--- src/rtl/fhew_decomp_pkg.sv ---
// Shared defaults, offset constant and FSM state type for the signed-digit
// decomposition sequencer (sd_decomp_sched) and its digit extractor.
// Ports: none (package).
`ifndef DATA_SIZE_ARB
`define DATA_SIZE_ARB 27
`endif

package fhew_decomp_pkg;

   localparam int unsigned DATA_W_DEF = `DATA_SIZE_ARB;
   localparam int unsigned Q_DEF      = 134176769;
   localparam int unsigned LOG_N_DEF  = 10;
   localparam int unsigned LOG_BG_DEF = 7;
   localparam int unsigned DIGITS_DEF = 4;

   // O = sum_k (Bg/2)*Bg^k; adding it makes every base-Bg field of the
   // lifted value non-negative so digits are plain field extracts minus Bg/2.
   function automatic logic [63:0] offset_o(input int unsigned log_bg,
                                            input int unsigned digits);
      logic [63:0] o;
      o = '0;
      for (int unsigned k = 0; k < digits; k++) begin
         o = o + (64'(1) << (log_bg * k + log_bg - 1));
      end
      return o;
   endfunction

   typedef enum logic [1:0] {
      ST_IDLE  = 2'd0,
      ST_RUN   = 2'd1,
      ST_DRAIN = 2'd2
   } state_e;

endpackage

--- src/rtl/sd_decomp_sched_digit.sv ---
// sd_digit_extract: combinational centred lift, offset add and digit select.
// Ports:
//   x     in  DATA_W  coefficient in [0, Q)
//   d     in  DW      digit index
//   digit out LOG_BG  signed digit in [-Bg/2, Bg/2-1]
module sd_digit_extract
   import fhew_decomp_pkg::*;
#(
   parameter int unsigned DATA_W = DATA_W_DEF,
   parameter int unsigned Q      = Q_DEF,
   parameter int unsigned LOG_BG = LOG_BG_DEF,
   parameter int unsigned DIGITS = DIGITS_DEF,
   localparam int unsigned DW    = (DIGITS > 1) ? $clog2(DIGITS) : 1
) (
   input  logic [DATA_W-1:0] x,
   input  logic [DW-1:0]     d,
   output logic [LOG_BG-1:0] digit
);

   localparam int unsigned SW = DIGITS * LOG_BG;
   localparam int unsigned AW = SW + 1;

   localparam logic [AW-1:0]     Q_A     = AW'(Q);
   localparam logic [AW-1:0]     HALF_Q  = AW'((Q - 1) / 2);
   localparam logic [AW-1:0]     OFF     = AW'(offset_o(LOG_BG, DIGITS));
   localparam logic [LOG_BG-1:0] HALF_BG = LOG_BG'(32'(1) << (LOG_BG - 1));

   logic [AW-1:0] s;
   logic [SW-1:0] u;

   // Field minus Bg/2 wraps mod 2^LOG_BG into the two's-complement digit.
   always_comb begin
      s     = (AW'(x) <= HALF_Q) ? AW'(x) : AW'(x) - Q_A;
      u     = SW'(s + OFF);
      digit = LOG_BG'(u >> (int'(d) * LOG_BG)) - HALF_BG;
   end

endmodule

--- src/rtl/sd_decomp_sched.sv ---
// sd_decomp_sched: walks the coefficient RAM digit-major and streams one
// signed base-2^LOG_BG digit per accepted valid/ready transfer.
// Optional macro SD_DECOMP_PERF_CNT_EN adds the stall_cnt output.
// Ports:
//   clk, rst_n         clock, async active-low reset
//   start / busy / done frame control (done is a one-cycle pulse)
//   mem_rd_en/addr/data coefficient RAM read port (data valid next cycle)
//   dig_valid/ready     digit stream handshake
//   dig_data/idx/coef_idx/last/frame_last  digit payload
//   stall_cnt           (macro only) valid-but-not-ready cycles per frame
// LOG_N=0 and DIGITS=1 keep 1-bit index ports.
module sd_decomp_sched
   import fhew_decomp_pkg::*;
#(
   parameter int unsigned DATA_W = DATA_W_DEF,
   parameter int unsigned Q      = Q_DEF,
   parameter int unsigned LOG_N  = LOG_N_DEF,
   parameter int unsigned LOG_BG = LOG_BG_DEF,
   parameter int unsigned DIGITS = DIGITS_DEF,
   localparam int unsigned AW    = (LOG_N > 0) ? LOG_N : 1,
   localparam int unsigned DW    = (DIGITS > 1) ? $clog2(DIGITS) : 1
) (
   input  logic              clk,
   input  logic              rst_n,
   input  logic              start,
   output logic              busy,
   output logic              done,
   output logic              mem_rd_en,
   output logic [AW-1:0]     mem_rd_addr,
   input  logic [DATA_W-1:0] mem_rd_data,
   output logic              dig_valid,
   input  logic              dig_ready,
   output logic [LOG_BG-1:0] dig_data,
   output logic [DW-1:0]     dig_idx,
   output logic [AW-1:0]     dig_coef_idx,
   output logic              dig_last,
`ifdef SD_DECOMP_PERF_CNT_EN
   output logic [31:0]       stall_cnt,
`endif
   output logic              dig_frame_last
);

   localparam logic [AW-1:0] I_LAST = AW'((32'(1) << LOG_N) - 1);
   localparam logic [DW-1:0] D_LAST = DW'(DIGITS - 1);

   state_e            state;
   logic [AW-1:0]     rd_i;
   logic [DW-1:0]     rd_d;
   logic              pend;
   logic [AW-1:0]     pend_i;
   logic [DW-1:0]     pend_d;
   logic              load;
   logic              xfer;
   logic [LOG_BG-1:0] digit_c;

   // Issue a read only when the word it returns has somewhere to go.
   always_comb begin
      load      = pend && (!dig_valid || dig_ready);
      xfer      = dig_valid && dig_ready;
      mem_rd_en = (state == ST_RUN) && (!pend || load);
   end

   assign mem_rd_addr = rd_i;

   sd_digit_extract #(
      .DATA_W (DATA_W),
      .Q      (Q),
      .LOG_BG (LOG_BG),
      .DIGITS (DIGITS)
   ) u_extract (
      .x     (mem_rd_data),
      .d     (pend_d),
      .digit (digit_c)
   );

   // Controller: FSM, read counters, pending tag and output register.
   always_ff @(posedge clk or negedge rst_n) begin
      if (!rst_n) begin
         state          <= ST_IDLE;
         busy           <= 1'b0;
         done           <= 1'b0;
         rd_i           <= '0;
         rd_d           <= '0;
         pend           <= 1'b0;
         pend_i         <= '0;
         pend_d         <= '0;
         dig_valid      <= 1'b0;
         dig_data       <= '0;
         dig_idx        <= '0;
         dig_coef_idx   <= '0;
         dig_last       <= 1'b0;
         dig_frame_last <= 1'b0;
`ifdef SD_DECOMP_PERF_CNT_EN
         stall_cnt      <= '0;
`endif
      end else begin
         done <= 1'b0;

         case (state)
            ST_IDLE: begin
               if (start) begin
                  state <= ST_RUN;
                  busy  <= 1'b1;
                  rd_i  <= '0;
                  rd_d  <= '0;
               end
            end
            ST_RUN: begin
               if (mem_rd_en && (rd_i == I_LAST) && (rd_d == D_LAST)) begin
                  state <= ST_DRAIN;
               end
            end
            ST_DRAIN: begin
               if (xfer && dig_frame_last) begin
                  state <= ST_IDLE;
                  busy  <= 1'b0;
                  done  <= 1'b1;
               end
            end
            default: state <= ST_IDLE;
         endcase

         // Read counters; the issued index is tagged onto the pending word.
         if (mem_rd_en) begin
            pend_i <= rd_i;
            pend_d <= rd_d;
            if (rd_i == I_LAST) begin
               rd_i <= '0;
               rd_d <= (rd_d == D_LAST) ? '0 : rd_d + DW'(1);
            end else begin
               rd_i <= rd_i + AW'(1);
            end
         end

         if (mem_rd_en) begin
            pend <= 1'b1;
         end else if (load) begin
            pend <= 1'b0;
         end

         if (load) begin
            dig_valid      <= 1'b1;
            dig_data       <= digit_c;
            dig_idx        <= pend_d;
            dig_coef_idx   <= pend_i;
            dig_last       <= (pend_i == I_LAST);
            dig_frame_last <= (pend_i == I_LAST) && (pend_d == D_LAST);
         end else if (xfer) begin
            dig_valid <= 1'b0;
         end

`ifdef SD_DECOMP_PERF_CNT_EN
         if ((state == ST_IDLE) && start) begin
            stall_cnt <= '0;
         end else if ((state != ST_IDLE) && dig_valid && !dig_ready &&
                      (stall_cnt != '1)) begin
            stall_cnt <= stall_cnt + 32'd1;
         end
`endif
      end
   end

endmodule

--- config.mk ---
export PLATFORM = sky130hd
export DESIGN_NAME = sd_decomp_sched
export DESIGN_NICKNAME = d
export VERILOG_FILES = /design/src/rtl/fhew_decomp_pkg.sv /design/src/rtl/sd_decomp_sched_digit.sv /design/src/rtl/sd_decomp_sched.sv
export SDC_FILE = /design/constraint.sdc
export NUM_CORES = 1
export LEC_CHECK = 0
export CORE_MARGIN = 5
export CORE_UTILIZATION = 54
export DETAILED_ROUTE_END_ITERATION = 6
export PLACE_DENSITY = 0.82
export SLEW_MARGIN = 20
export SYNTH_ARGS = -nofsm -noshare
export SYNTH_HDL_FRONTEND = slang
export SYNTH_SLANG_ARGS = --single-unit
--- constraint.sdc ---
create_clock -name clk -period 2.9 [get_ports clk]
set_clock_uncertainty 0.05 [all_clocks]
set_input_delay 0.87 -clock clk [delete_from_list [all_inputs] [get_ports clk]]
set_output_delay 0.87 -clock clk [all_outputs]
set_load 0.01 [all_outputs]
==> reports/results.txt <==
Cell Rows: 30
wire per inst: 19.5 um
PD cells: 331 mW/mm^2
status: finished with violations
TNS Setup: -3350 ps
cells along the critical path: buf_2 > nand4_1 > nor4_4 > buf_4 > o21ai_4 > or2_4 > buf_6 > o32ai_4 > a31oi_4 > buf_6 > o211ai_1 > and3_1 > o21ai_2 > a21oi_1
Post-Route WL: 13,700 um
core region area: 0.00676 mm^2
fin area: 0.00569 mm^2
ys flop type: dfrtp_1
Post-DP HPWL: 9350 um
# DRC: 0
slew margin rel.: 49.8%
dpl cell area: 0.00513 mm^2
Die W: 93.1 um
maxcap violations: 0
Num CTS Buffers: 5
Slowest-stage cell, CP: nor4_4
CP endpoint kind: register
clk root buf: clkbuf_8
Die ar.: 0.00867 mm^2
first-pass GRT wire length: 21,200 um
crit-path max cell delay: 370 ps
worst slack, placed: -1370 ps
Clock Pin Slew Worst Setup and Hold Paths: 90 ps
H-tree levels: 2
Startpoint Class: input port
worst path bufs/invs: 4
# hold bufs at CTS: 0
commonest non-fill, non-tap cell in the layout: nand2_1
Final Critical Period: 3430 ps
drt via density: 6.18
largest net degree at the start of global routing: 52
unrepaired setup endpoints after global routing: yes
Routed Antenna Nets: 0
WP data required: 3090 ps
worst-margin pin slew: 752 ps
CTS tree: yes
Yosys reg bits: 51
worst skew pair latency: 310 ps
vias in the first global route: 4,202
Net Count, Synth: 490
vias: 4,341
area of the mapped netlist: 0.00373 mm^2
CP Max Fanout: 5
area leader, netlist: dfrtp_1
Yosys top cell area share: 34.2%
R2R cell count: 8
number of I/O port buffers: 65
number of I/O pins: 66
GRT Overall Usage: 30.8%
Top cell by count, worst path: buf_6
Hold Path Class: reg2reg
number of synthesized flops with an enable pin: 0
Final setup viols: 7
Initial Util: 55.2%
Worst Path Arrival: 3610 ps
Max Buffers Root-to-Sink: 2
hold path depth: 2
die span in y: 93.1 um
critical path class: in2reg
post-synthesis sequential area ratio: 34.2%
yosys warns: 0
initial antenna violation count: 0
Lkg Pwr: 0.00255 uW
Cells after Synth: 454
First-pass DRT Iterations: 5
peak supply drop: 439 uV
cell family with most CP delay: compound AO/OA/AOI/OAI gates
nets: 657
routability cong.: 0.914
Final Hold Viols: 0
max-slew violation count: 0
ys async rst share: 100%
most frequent cells in the layout: 109 x nand2_1, 105 x buf_4, 51 x dfrtp_1
P&R area growth vs syn: 52.6%
Yosys cell types: 72
ranking of synthesized cells by area: dfrtp_1 34%, nand2_1 11%, xnor2_1 5.2%
Final period util: 118%
DR iter-0 viols: 489
Synth Area per Inst: 8.22 um^2
ant diodes: 0
post-route setup slack: -527 ps
instance count on the critical path: 14
fraction of layout cells with a size suffix above 1: 35.7%
failing checks: setup timing
Clock Sinks: 51
GRT overflow: 0
Max Clk Rate: 0.292 GHz
## registers in the layout (all words and copies together) (netlist names)
name	cells
dig_coef_idx	10
mem_rd_addr	10
pend_i	10
dig_data	7
dig_idx	2
pend_d	2
rd_d	2
state	2
busy	1
dig_frame_last	1
dig_last	1
dig_valid	1
done	1
pend	1
## synthesized netlist by cell type, types with 3 or more instances
cell / n
nand2b_1: 10
nand4_1: 10
ha_1: 5
clkbuf_1: 16
o31ai_1: 8
or3_1: 4
a211oi_1: 3
inv_1: 13
and3_1: 8
and2_1: 5
nand2_1: 110
and4_1: 5
nor4_4: 3
or4_1: 3
a31oi_1: 3
dfrtp_1: 51
o21ai_1: 4
a21oi_1: 10
nor2b_1: 4
xor2_1: 10
mux2i_1: 4
nor3_1: 14
o21ai_0: 31
nor2_1: 20
nor3b_1: 3
buf_2: 5
nand3_1: 11
xnor2_1: 22
o211ai_1: 4
## metrics by stage
stage	total power, uW	instances	utilization [%]	hold slack [ps]
2_1_floorplan	1090	454	-	406
3_5_place_dp	1420	667	76.0	412
3_3_place_gp	1400	667	76.0	408
4_1_cts	1850	691	81.5	434
5_1_grt	1970	702	84.3	471
6_report	1890	702	84.3	431
## repair_timing
item,in CTS,in global routing
pin swaps,50,29
cloned,0,0
setup endpoints to repair,8,8
resized for setup,176,26
buffers inserted,17,13
## worst paths after layout
check | from | to | slack [ps]
min in group asynchronous | rst_n | pend_i[4] | 620
worst min-delay path | dig_idx[1] | dig_idx[1] | 430
worst min register to register | dig_idx[1] | dig_idx[1] | 430
worst max-delay path | mem_rd_data[24] | dig_data[2] | -530
worst max register to register | dig_valid | mem_rd_addr[8] | 800
max in group asynchronous | rst_n | dig_valid | 1750
## per-layer routing
layer  vias to the layer above  track usage [%]  wire, um
li1                       1947                -         -
met4                         0             9.40       521
met2                       243             49.1      6420
met3                        63             5.23      1140
met1                      2088             42.9      5610
met5                         -                0         0
## worst min-delay path: stages, from the launching register on
cell     delay, ps
dfrtp_1        350
nand2_1         50
nand2_1         50
## layout make-up
class	instances	area, um^2
inverter	13	68.8
multi-input combinational	367	2620
tap	80	100
fill	393	1060
clock buffer	5	68.8
sequential	51	1280
clock inverter	3	20.0
timing repair buffer	183	1540
## where the power goes
part	switching, uW	internal [uW]	total (uW)	leakage, uW
sequential	64.8	772	837	0.000664
clock	237	168	406	0.0000402
combinational	320	324	644	0.00184
## logic make-up after synthesis
kind of cell               after synthesis  synth area share (%)
AOI/OAI and AO/OA                       93                  18.2
xor gates and xnor gates                32                  7.51
adders and majority gates                5                  1.68
muxes                                    5                  1.37
and+or+nand+nor                        232                  33.1
buffers and inverters                   36                  3.99
DFF                                     51                  34.2
Power figures use the tool's default switching activity.
